### config.mk
export PLATFORM = sky130hd
export DESIGN_NAME = fetch_reader_flat
export DESIGN_NICKNAME = d
export VERILOG_FILES = /design/src/rtl/fetch_reader_if.sv /design/src/rtl/fetch_reader.sv /design/src/flat_wrapper.sv
export SDC_FILE = /design/constraint.sdc
export NUM_CORES = 1
export LEC_CHECK = 0
export ABC_CLOCK_PERIOD_IN_PS = 4300
export CORE_ASPECT_RATIO = 0.5
export CORE_MARGIN = 8
export CORE_UTILIZATION = 45
export CTS_CLUSTER_DIAMETER = 100
export DETAILED_ROUTE_END_ITERATION = 7
export MAX_ROUTING_LAYER = met4
export PLACE_DENSITY_LB_ADDON = 0.12
export SLEW_MARGIN = 15
export SYNTH_ARGS = -nofsm -noshare
export SYNTH_HDL_FRONTEND = slang
export SYNTH_SLANG_ARGS = --single-unit
### constraint.sdc
create_clock -name clk -period 4.3 [get_ports clk]
set_clock_uncertainty 0.05 [all_clocks]
set_input_delay 0.86 -clock clk [delete_from_list [all_inputs] [get_ports clk]]
set_output_delay 0.86 -clock clk [all_outputs]
set_load 0.02 [all_outputs]
### src/rtl/fetch_reader_if.sv
`default_nettype none
// ============================================================================
//  Module   : fetch_reader_if
//  Brief    : Memory-read, redirect and decode-handshake bundle of the fetch reader.
//  Revision : 1.0  initial release
// ============================================================================
interface fetch_reader_if #(
    parameter int ADDR_W  = 12,
    parameter int INSTR_W = 19
);
    logic               imem_rd;
    logic [ADDR_W-1:0]  imem_addr;
    logic [INSTR_W-1:0] imem_data;
    logic               redirect;
    logic [ADDR_W-1:0]  redirect_pc;
    logic               out_valid;
    logic               out_ready;
    logic [INSTR_W-1:0] out_instr;
    logic [ADDR_W-1:0]  out_pc;

    // master: the fetch reader itself
    modport master (
        output imem_rd, imem_addr,
        input  imem_data,
        input  redirect, redirect_pc,
        output out_valid, out_instr, out_pc,
        input  out_ready
    );

    // slave: memory + decode environment around the reader
    modport slave (
        input  imem_rd, imem_addr,
        output imem_data,
        output redirect, redirect_pc,
        input  out_valid, out_instr, out_pc,
        output out_ready
    );
endinterface
`default_nettype wire

### src/rtl/fetch_reader.sv
`default_nettype none
// ============================================================================
//  Module   : fetch_reader
//  Brief    : Fetch PC sequencer with 1-cycle imem reads and a {pc,instr} FIFO.
//             Optional macro FETCH_WRAP_TRAP_EN: halt at top address instead of wrapping.
//  Revision : 1.0  initial release
// ============================================================================
module fetch_reader #(
    parameter int ADDR_W  = 12,
    parameter int INSTR_W = 19,
    parameter int DEPTH   = 2
) (
    input  wire            clk,
    input  wire            rst,
`ifdef FETCH_WRAP_TRAP_EN
    output logic           halted,
`endif
    fetch_reader_if.master bus
);
    localparam int c_PTR_W = (DEPTH > 1) ? $clog2(DEPTH) : 1;
    localparam int c_CNT_W = $clog2(DEPTH + 1);
`ifdef FETCH_WRAP_TRAP_EN
    localparam bit c_TRAP_EN = 1'b1;
`else
    localparam bit c_TRAP_EN = 1'b0;
`endif

    logic [ADDR_W-1:0]  r_fetch_pc;
    logic [ADDR_W-1:0]  r_inflight_pc;
    logic               r_inflight;
    logic [ADDR_W-1:0]  r_pc_q    [DEPTH];
    logic [INSTR_W-1:0] r_instr_q [DEPTH];
    logic [c_PTR_W-1:0] r_wr_ptr;
    logic [c_PTR_W-1:0] r_rd_ptr;
    logic [c_CNT_W-1:0] r_count;

    logic               w_pop;
    logic               w_push;
    logic               w_issue;
    logic               w_credit;
    logic               w_at_top;
    logic               w_halted;
    logic [c_CNT_W:0]   w_occ;

    assign bus.out_valid = !rst && (r_count != '0);
    assign w_pop         = bus.out_valid && bus.out_ready;

    // A same-cycle pop frees a slot, so it counts as credit for a new read.
    assign w_occ    = {1'b0, r_count} + (c_CNT_W+1)'(r_inflight) - (c_CNT_W+1)'(w_pop);
    assign w_credit = w_occ < (c_CNT_W+1)'(DEPTH);
    assign w_issue  = !rst && !bus.redirect && !w_halted && w_credit;
    assign w_at_top = &r_fetch_pc;

    // A redirect squashes the response that lands in its own cycle.
    assign w_push   = r_inflight && !bus.redirect && !rst;

    assign bus.imem_rd   = w_issue;
    assign bus.imem_addr = r_fetch_pc;
    assign bus.out_pc    = bus.out_valid ? r_pc_q[r_rd_ptr]    : '0;
    assign bus.out_instr = bus.out_valid ? r_instr_q[r_rd_ptr] : '0;

    always_ff @(posedge clk) begin
        if (rst) begin
            r_fetch_pc    <= '0;
            r_inflight    <= 1'b0;
            r_inflight_pc <= '0;
            r_wr_ptr      <= '0;
            r_rd_ptr      <= '0;
            r_count       <= '0;
        end else begin
            r_inflight <= w_issue;
            if (w_issue) begin
                r_inflight_pc <= r_fetch_pc;
            end
            if (bus.redirect) begin
                r_fetch_pc <= bus.redirect_pc;
                r_wr_ptr   <= '0;
                r_rd_ptr   <= '0;
                r_count    <= '0;
            end else begin
                if (w_issue && !(c_TRAP_EN && w_at_top)) begin
                    r_fetch_pc <= r_fetch_pc + ADDR_W'(1);
                end
                if (w_push) begin
                    r_wr_ptr <= r_wr_ptr + c_PTR_W'(1);
                end
                if (w_pop) begin
                    r_rd_ptr <= r_rd_ptr + c_PTR_W'(1);
                end
                case ({w_push, w_pop})
                    2'b10:   r_count <= r_count + c_CNT_W'(1);
                    2'b01:   r_count <= r_count - c_CNT_W'(1);
                    default: r_count <= r_count;
                endcase
            end
        end
    end

    // Storage needs no reset: outputs are masked until an entry is valid.
    always_ff @(posedge clk) begin
        if (w_push) begin
            r_pc_q[r_wr_ptr]    <= r_inflight_pc;
            r_instr_q[r_wr_ptr] <= bus.imem_data;
        end
    end

`ifdef FETCH_WRAP_TRAP_EN
    logic r_halted;

    always_ff @(posedge clk) begin
        if (rst) begin
            r_halted <= 1'b0;
        end else if (bus.redirect) begin
            r_halted <= 1'b0;
        end else if (w_issue && w_at_top) begin
            r_halted <= 1'b1;
        end
    end

    assign w_halted = r_halted;
    assign halted   = r_halted;
`else
    assign w_halted = 1'b0;
`endif

endmodule
`default_nettype wire
### src/flat_wrapper.sv
// flat-port wrapper written by rule: the top's interface ports become plain ports
module fetch_reader_flat 
#(
    parameter int ADDR_W  = 12,
    parameter int INSTR_W = 19,
    parameter int DEPTH   = 2
)
  (clk, rst, bus_imem_rd, bus_imem_addr, bus_imem_data, bus_redirect, bus_redirect_pc, bus_out_valid, bus_out_instr, bus_out_pc, bus_out_ready);
  fetch_reader_if #(.ADDR_W(ADDR_W), .INSTR_W(INSTR_W)) bus_i ();
  input  wire clk;
  input  wire rst;
  output wire logic [$bits(bus_i.imem_rd)-1:0] bus_imem_rd;
  output wire logic [$bits(bus_i.imem_addr)-1:0] bus_imem_addr;
  input wire logic [$bits(bus_i.imem_data)-1:0] bus_imem_data;
  input wire logic [$bits(bus_i.redirect)-1:0] bus_redirect;
  input wire logic [$bits(bus_i.redirect_pc)-1:0] bus_redirect_pc;
  output wire logic [$bits(bus_i.out_valid)-1:0] bus_out_valid;
  output wire logic [$bits(bus_i.out_instr)-1:0] bus_out_instr;
  output wire logic [$bits(bus_i.out_pc)-1:0] bus_out_pc;
  input wire logic [$bits(bus_i.out_ready)-1:0] bus_out_ready;
  assign bus_imem_rd = bus_i.imem_rd;
  assign bus_imem_addr = bus_i.imem_addr;
  assign bus_i.imem_data = bus_imem_data;
  assign bus_i.redirect = bus_redirect;
  assign bus_i.redirect_pc = bus_redirect_pc;
  assign bus_out_valid = bus_i.out_valid;
  assign bus_out_instr = bus_i.out_instr;
  assign bus_out_pc = bus_i.out_pc;
  assign bus_i.out_ready = bus_out_ready;
  fetch_reader #(.ADDR_W(ADDR_W), .INSTR_W(INSTR_W), .DEPTH(DEPTH)) u_core (.clk(clk), .rst(rst), .bus(bus_i));
endmodule
==> flow_summary.ini <==
[place]
dpl_worst_slack_ns = -0.299
dp.cells = 494
post-dp-hpwl_um = 5470
gp_congestion = 0.817
port_buffers = 79

[drt]
dr.pass1.iters = 4
postRouteAntennaNets = 0
vias = 2514
wl_per_cell_um = 15.7
wl_um = 8010
drtIter0Drc = 115
drc = 0
viasPerCell = 4.93

[cells_and_area]
fin_nets = 432
drive_above_1_share = 0.0854
final_cells = 510
syn_to_final_growth_pct = 31.3
antenna_cells = 0

[timing]
setup_viol = 0
max_freq_mhz = 241
max_slew_margin = 0.349
rsz0062_at_grt = no
period_needed_ns = 4.15
finalMaxSlewViolations = 0
worst_slack_ns = 0.150
hold_viol_final = 0
worst_slew_pin_slew_ns = 0.976
post-route-period-util = 0.965

[synthesis]
async_flop_share = 0
yosysTopAreaCell = edfxtp_1
yosys_warnings = 0
synth_area_leaders = edfxtp_1 (49%), dfxtp_1 (16%), mux2i_1 (8.4%)
synth-seq-cells = 92
synthCells = 309
synth-edff-count = 62
yosys.area.top_type_share = 0.491
yosys-top-cells-count = edfxtp_1 (62), nor2_1 (39), mux2i_1 (32), nand2_1 (32), dfxtp_1 (30)
yosysMostFrequentCell = edfxtp_1
synth-main-ff-cell = edfxtp_1
ys_seq_area_frac = 0.649
syn_area_per_cell_um2 = 12.3
synth_fp_nets = 348
synth_cell_types = 43
syn-cell-area_um2 = 3790

[cts]
path_clk_slew_ns = 0.06
htreeDepth = 3
post_cts_buffers = 0
clockBufferDepth = 2
ctsRootBufferMaster = clkbuf_16
cts_buffers = 9
clock_latency_ns = 0.33
cts.sinks = 92
cts_tree = built

[global_routing]
gr-total-overflow = 0
grt_pass1_vias = 2621
grt_pass1_wl_um = 13100
antenna_found_initial = 0
grt_max_degree = 32
grt_usage = 0.144

[power_and_ir_drop]
power.density_nw_per_um2 = 359
irDropWorstVdd_mv = 0.204
p_leak_nw = 1.72

[setup_path]
cp.required_ns = 3.39
startpoint_type = primary input
cp_max_fo = 3
crit_path_start = rst
crit_type = in -> out
r2r_start = u_core.r_count[1]
end_kind = primary output
cp.arrival_ns = 3.24

[die]
die_y_um = 80.9
start_util = 0.469
placementRows = 23
die_area_um2 = 11800
num_io_pins = 80
die_w_um = 146
core_area_um2 = 8090

[worst_hold_path]
hp-start = u_core.r_inflight_pc[9]
hold_class = reg -> reg

[outcome]
outcome = complete, no violations

[flow_run]
cap_violations = 0
==> timing repair <==
action / in CTS / in global routing
setup endpoints to repair: 1 / 1
hold buffers: 0 / 0
gates resized for setup: 3 / 1
hold endpoints to repair: 0 / 0
==> final cells by class <==
class	count	area (µm²)
fill	649	3100
sequential	92	2460
multi-input combinational	188	1210
timing repair buffer	89	861
clock buffer	12	236
tap	112	140
inverter	13	48.8
clock inverter	4	20.0
==> state kept, by name, indices dropped and copies added (netlist names), named ones only <==
signal / flops
u_core.r_instr_q: 38
u_core.r_pc_q: 24
u_core.bus.imem_addr: 12
u_core.r_inflight_pc: 12
u_core.r_count: 2
u_core.r_inflight: 1
u_core.r_rd_ptr: 1
u_core.r_wr_ptr: 1
==> kinds of logic (layout without fill, tap and decap cells) <==
group	count (synthesis)	after routing	synth area share
and+or+nand+nor	101	101	0.126
DFF	92	92	0.649
AOI/OAI and AO/OA	39	39	0.0636
muxes	32	32	0.0844
buffers and inverters	29	118	0.0343
xor gates and xnor gates	12	12	0.0277
adders and majority gates	4	4	0.0152
==> where the power goes <==
part / internal (mW) / switching (mW)
logic: 0.0676 / 0.0585
registers: 0.961 / 0.0201
clock network: 0.388 / 0.294
==> metrics by stage <==
stage          TNS [ns]  power (mW)  area (µm²)  hold WS, ns  utilization
2_1_floorplan         0        1.06        3790        0.375            -
3_3_place_gp     -0.219        1.12        4730        0.386        0.585
3_5_place_dp     -0.299        1.13        4730        0.402        0.585
4_1_cts               0        1.81        4990        0.418        0.617
5_1_grt               0        1.86        4980        0.436        0.616
6_report              0        1.79        4980        0.410        0.616
==> worst max-delay path, stage by stage <==
cell,delay [ns]
clkdlybuf4s50_1,0.49
o21bai_2,0.14
inv_1,0.08
and2_1,0.20
ha_1,0.30
nand2b_1,0.15
fa_1,0.41
xnor2_1,0.19
nand3_1,0.12
inv_1,0.11
buf_2,0.18
==> layout by cell type, fill, tap and decap left out, types with 2 or more instances in the layout <==
| cell type | synthesis | final |
|---|---|---|
| o21a_1 | 6 | 6 |
| clkbuf_1 | 8 | 3 |
| inv_1 | 13 | 13 |
| mux2i_1 | 32 | 32 |
| nor3_1 | 3 | 3 |
| nand3_1 | 8 | 8 |
| xor2_1 | 5 | 5 |
| and3_1 | 3 | 3 |
| ha_1 | 3 | 3 |
| edfxtp_1 | 62 | 62 |
| clkinv_2 | 0 | 4 |
| buf_4 | 2 | 10 |
| clkdlybuf4s50_1 | 0 | 78 |
| o21ai_0 | 3 | 3 |
| a311oi_1 | 2 | 2 |
| dfxtp_1 | 30 | 29 |
| clkbuf_16 | 0 | 9 |
| nand2_1 | 32 | 32 |
| nor2_1 | 39 | 38 |
| a21oi_1 | 22 | 22 |
| xnor2_1 | 7 | 7 |
==> final timing paths <==
kind / slack (ns) / depth (start not counted) / end
worst max-delay path: 0.15 / 11 / bus_imem_rd
worst min-delay path: 0.41 / 0 / u_core.r_pc_q[1][9]
worst max register to register: 1.15 / 11 / u_core.bus.imem_addr[8]
worst min register to register: 0.41 / 0 / u_core.r_pc_q[1][9]
==> layer usage <==
layer  part of all wire  global-route usage  up-vias
met4             0.0074              0.0340        0
met1               0.49               0.179     1165
met3              0.046              0.0455        9
met5                  0                   -        -
met2               0.46               0.227       71
li1                   -                   -     1269
Note: power is estimated with default switching activity, not from simulation.
==> edit 1, RTL diff (config.mk and constraints unchanged) <==
`c_TRAP_EN`: 1'b0 -> 1'b1.
--- a/src/rtl/fetch_reader.sv
+++ b/src/rtl/fetch_reader.sv
@@ -22,7 +22,7 @@
 `ifdef FETCH_WRAP_TRAP_EN
     localparam bit c_TRAP_EN = 1'b1;
 `else
-    localparam bit c_TRAP_EN = 1'b0;
+    localparam bit c_TRAP_EN = 1'b1;
 `endif
 
     logic [ADDR_W-1:0]  r_fetch_pc;
Behaviour: not the same (a bounded check fails within 4 cycles, from zero or initial values and one cycle with rst high).
==> edit 1 against the original RTL <==
Cell area up 2.4%. Global-route usage increased by 0.94 points. Area after synthesis increased by 1.4%. Setup slack gained 71 ps. Non-clock buffer count rose by 1. Sequential cell count did not move. Total power rose by 5.7%. Wire length rose by 9.9%. Critical endpoint unchanged.
==> edit 1: results (changes against the original RTL) <==
* Syn Nets at 354 (was 348)
* Cell depth of the worst flop-to-flop path at 11 (unchanged)
* WL met1 at 4330 um (was 3910 um)
* WL met2 at 3980 um (was 3680 um)
* Pre-CTS setup slack at -240 ps (was -299 ps)
* F_max at 245 MHz (was 241 MHz)
* First-pass GRT wire length at 14000 um (was 13100 um)
* CTS Buffer Depth at 2 (unchanged)
* Crit-path max FO at 2 (was 3)
* Max stage delay cell, worst path: clkdlybuf4s50_1 (unchanged)
* Seq/Total Area, Yosys at 64.0% (was 64.9%)
* Hold_ws at 407 ps (was 410 ps)
* Vias/cell at 5.18 (was 4.93)
* Dpl cells at 501 (was 494)
* Post-Place Cell Area at 0.00481 mm^2 (was 0.00473 mm^2)
* Status: finished clean (unchanged)
* Switching power of the nets at 0.000410 W (was 0.000372 W)
* Power in the clock group at 0.000779 W (was 0.000681 W)
* Routed WL at 8810 um (was 8010 um)
* Initial antenna violation count at 0 (unchanged)
* Drt first-iter violations at 149 (was 115)
* Top cells by count, synth: 62 x edfxtp_1, 39 x nor2_1, 34 x nand2_1 (was 62 x edfxtp_1, 39 x nor2_1, 32 x mux2i_1, 32 x nand2_1, 30 x dfxtp_1)
* MaxCap Viol Count at 0 (unchanged)
* Metal3 WL at 449 um (was 372 um)
* FF-to-FF Start: u_core.r_count[1] (unchanged)
* Min-delay src: u_core.r_inflight_pc[4] (was u_core.r_inflight_pc[9])
* Post-synth cell types at 51 (was 43)
* Met1 usage at 18.8% (was 17.9%)
* Global Route met2 Usage at 24.8% (was 22.7%)
* Root buf cell: clkbuf_16 (unchanged)
* DR vias at 2678 (was 2514)
* Pin count of the biggest net entering global routing at 32 (unchanged)
* Fillers at 655 (was 649)
* Max VDD drop at 0.208 mV (was 0.204 mV)
* Reg2reg end: u_core.bus.imem_addr[7] (was u_core.bus.imem_addr[8])
* Share of layout cells above drive strength 1 at 10.1% (was 8.54%)
* Vias in the first global route at 2784 (was 2621)
* Leak at 1.69 nW (was 1.72 nW)
* Met3 GRT Util at 4.27% (was 4.55%)
* Worst EP arrival at 3170 ps (was 3240 ps)
* Clk Latency, worst-skew pair at 330 ps (about the same)
* Worst Hold Depth at 0 (unchanged)
* H-tree Lvls at 3 (unchanged)
* Register Area at 0.00246 mm^2 (unchanged)
* Global placement routability congestion at 0.912 (was 0.817)
* ANT cells at 0 (unchanged)
* Post-synth EDFFs at 62 (unchanged)
* Synth area leaders: edfxtp_1 48%, dfxtp_1 16%, mux2i_1 8.1% (was edfxtp_1 49%, dfxtp_1 16%, mux2i_1 8.4%)
* Gate Count Post-Synth at 315 (was 309)
* Ys async rst share at 0% (unchanged)
* Seq pwr share at 52.1% (was 54.9%)
* Warnings from Yosys at 0 (unchanged)
* Fin nets at 439 (was 432)
* CP startpoint: rst (unchanged)
* Pint at 0.00148 W (was 0.00142 W)
* Slew @ Worst Pin at 1010 ps (was 976 ps)
* R2R setup slack at 1090 ps (was 1150 ps)
* Detailed Place HPWL at 6000 um (was 5470 um)
* Hold path endpoint: u_core.r_pc_q[1][4] (was u_core.r_pc_q[1][9])
* Total global-route track usage at 15.3% (was 14.4%)
## edit 1: layout make-up
type,count,area share [%]
well taps,112,2.75
clock buffers,9,4.41
multi-input cells,199,25.5
flip-flops and latches,92,48.3
inverters,8,0.589
clock inverters,7,1.45
repair buffers,90,17.0
## edit 1: timing repair
item / CTS / global route
pin swaps: 0 / 0
gates resized for setup: 1 / 2
setup endpoints to repair: 1 / 1
setup buffers: 0 / 0
## edit 1: cells by family (layout without fill, tap and decap cells)
kind of cell	after synthesis	after routing	share of synthesized area, %
simple gates	117	117	15.1
xor+xnor	6	6	1.37
compound gates	41	41	7.51
mux	31	31	8.06
buf+inv	24	114	2.50
fa+ha+maj	4	4	1.50
flops	92	92	64.0
## edit 1: worst max-delay path: cells and delay by family
family / cells / cell delay [ps]
buf+inv: 4 / 800
fa+ha+maj: 2 / 690
simple gates: 3 / 480
xor+xnor: 1 / 190
compound gates: 1 / 150
==> edit 2, RTL diff (same settings) <==
Without the edit above. `ADDR_W` is set to 12 in 3 places; all go to 13.
--- a/src/rtl/fetch_reader_if.sv
+++ b/src/rtl/fetch_reader_if.sv
@@ -5,7 +5,7 @@
 //  Revision : 1.0  initial release
 // ============================================================================
 interface fetch_reader_if #(
-    parameter int ADDR_W  = 12,
+    parameter int ADDR_W  = 13,
     parameter int INSTR_W = 19
 );
     logic               imem_rd;
--- a/src/rtl/fetch_reader.sv
+++ b/src/rtl/fetch_reader.sv
@@ -6,7 +6,7 @@
 //  Revision : 1.0  initial release
 // ============================================================================
 module fetch_reader #(
-    parameter int ADDR_W  = 12,
+    parameter int ADDR_W  = 13,
     parameter int INSTR_W = 19,
     parameter int DEPTH   = 2
 ) (
--- a/src/flat_wrapper.sv
+++ b/src/flat_wrapper.sv
@@ -1,7 +1,7 @@
 // flat-port wrapper written by rule: the top's interface ports become plain ports
 module fetch_reader_flat 
 #(
-    parameter int ADDR_W  = 12,
+    parameter int ADDR_W  = 13,
     parameter int INSTR_W = 19,
     parameter int DEPTH   = 2
 )
Ports: changed (resized bus_imem_addr, bus_out_pc and bus_redirect_pc); port bits go from 80 to 83. No check against the original RTL was run, so the function may have changed too.
==> edit 2 against the original RTL <==
Die area is 2.8% higher. Largest cell class unchanged. Core utilization is 1.2 points lower. Synthesized cell count is 3.9% higher. Sequential cell count is 4 higher. Area after synthesis is 3.3% higher. Cell area is 4.2% higher. Critical path depth is 1 higher. Register-to-register slack better by 100 ps. Wire length is 6.3% higher. Global-route usage is 0.57 points higher. Setup slack better by 81 ps. Total power is 7.4% higher.
==> edit 2: results (changes against the original RTL) <==
* Status: finished clean (unchanged)
* Max VDD drop at 0.225 mV (was 0.204 mV)
* Post-Place Cell Area at 0.00490 mm^2 (was 0.00473 mm^2)
* Top flop regs: u_core.r_instr_q (38), u_core.r_pc_q (26) (was u_core.r_instr_q (38), u_core.r_pc_q (24))
* Drt first-iter violations at 145 (was 115)
* Post-synth cell types at 40 (was 43)
* Max_slew headroom at 33.2% (was 34.9%)
* Share of the synthesized area in the top cell type at 49.0% (was 49.1%)
* H-tree Lvls at 3 (unchanged)
* Routed len/inst at 16.0 um (was 15.7 um)
* Post-synth EDFFs at 64 (was 62)
* Worst EP arrival at 3160 ps (was 3240 ps)
* Max stage delay cell, worst path: fa_1 (was clkdlybuf4s50_1)
* Met1 usage at 19.0% (was 17.9%)
* Vias/cell at 5.19 (was 4.93)
* Global placement routability congestion at 0.887 (was 0.817)
* Switching power of the nets at 0.000396 W (was 0.000372 W)
* Fillers at 668 (was 649)
* Leak at 1.69 nW (was 1.72 nW)
* Pre-CTS setup slack at -225 ps (was -299 ps)
* Pin count of the biggest net entering global routing at 34 (was 32)
* Fin nets at 449 (was 432)
* Warnings from Yosys at 0 (unchanged)
* Crit-path max FO at 2 (was 3)
* Dpl cells at 515 (was 494)
* Syn Nets at 361 (was 348)
* Detailed Place HPWL at 5770 um (was 5470 um)
* Seq/Total Area, Yosys at 65.4% (was 64.9%)
* Syn Area/Cell at 12.2 um^2 (was 12.3 um^2)
* Non-Filler Instances at 531 (was 510)
* Share of layout cells above drive strength 1 at 8.21% (was 8.54%)
* Vias in the first global route at 2699 (was 2621)
* Total global-route track usage at 14.9% (was 14.4%)
* Synth area leaders: edfxtp_1 49%, dfxtp_1 16%, mux2i_1 8.4% (unchanged)
* PortBufs at 82 (was 79)
* First-pass GRT wire length at 13800 um (was 13100 um)
* Top cells by count, synth: 64 x edfxtp_1, 42 x nand2_1, 35 x nor2_1 (was 62 x edfxtp_1, 39 x nor2_1, 32 x mux2i_1, 32 x nand2_1, 30 x dfxtp_1)
* Global Route met2 Usage at 23.0% (was 22.7%)
* Met3 GRT Util at 4.62% (was 4.55%)
-- edit 2: cell types whose count changed in the layout (fill, tap and decap cells not counted), sizes merged, moves of 4 or more --
cell,unedited run,this run
a21oi,22,17
nor3,3,9
inv,13,8
nor2,39,35
o21a,6,0
a31oi,1,10
o211ai,0,6
nand2,32,43
-- edit 2: repair_timing --
action / CTS / global route
resized for setup: 1 / 2
gates cloned: 0 / 0
hold buffers: 0 / 0
setup endpoints to repair: 1 / 1
-- edit 2: worst max-delay path, delay by kind of cell --
kind | cells | cell delay, ps
AND/OR/NAND/NOR | 4 | 610
adder cells (fa/ha/maj) | 2 | 770
AO/OA/AOI/OAI | 1 | 70
buffers and inverters | 5 | 850
-- edit 2: cell families after synthesis --
family          count (synthesis)  share of synthesized area [%]
compound gates                 42                           6.51
xor+xnor                        7                           1.76
fa+ha+maj                       4                           1.47
buf+inv                        24                           2.84
flops                          96                           65.4
mux                            33                           8.43
simple gates                  115                           13.6
-- edit 2: path summary, 6_finish.rpt --
check,start,endpoint,slack [ps],cells past startpoint
setup / recovery,rst,bus_imem_rd,230,12
hold / removal,u_core.r_inflight_pc[5],u_core.r_pc_q[1][5],410,0
setup reg to reg,u_core.r_count[1],u_core.bus.imem_addr[8],1250,11
hold reg to reg,u_core.r_inflight_pc[5],u_core.r_pc_q[1][5],410,0
-- edit 2: through the flow --
step / setup TNS (ps) / power, W
after floorplan: 0 / 0.00109
after global routing: 0 / 0.00199
final: 0 / 0.00192
after detailed placement: -225 / 0.00116
after CTS: 0 / 0.00194
after global placement: -201 / 0.00115
-- edit 2: routing by layer --
layer  up-vias  wire [um]
li1       1345          -
met3         2        509
met4         0         27
met1      1308       4100
met2       103       3880
met5         -          0
-- edit 2: power by group through the flow --
stage / registers [W] / logic (W) / clock network, W
final: 0.00102 / 0.000122 / 0.000781
after global routing: 0.00102 / 0.000132 / 0.000835
after CTS: 0.00102 / 0.000123 / 0.000801
after detailed placement: 0.00104 / 0.000122 / 0
after global placement: 0.00104 / 0.000119 / 0
after floorplan: 0.00104 / 0.0000468 / 0
-- edit 2: cell type report --
| cell class | count | area (um^2) | share of cell area, % |
|---|---|---|---|
| well taps | 117 | 146 | 2.82 |
| clock buffers | 11 | 243 | 4.67 |
| flip-flops and latches | 96 | 2560 | 49.4 |
| repair buffers | 93 | 898 | 17.3 |
| multi-input cells | 201 | 1260 | 24.2 |
| clock inverters | 5 | 56.3 | 1.08 |
| inverters | 8 | 30.0 | 0.578 |
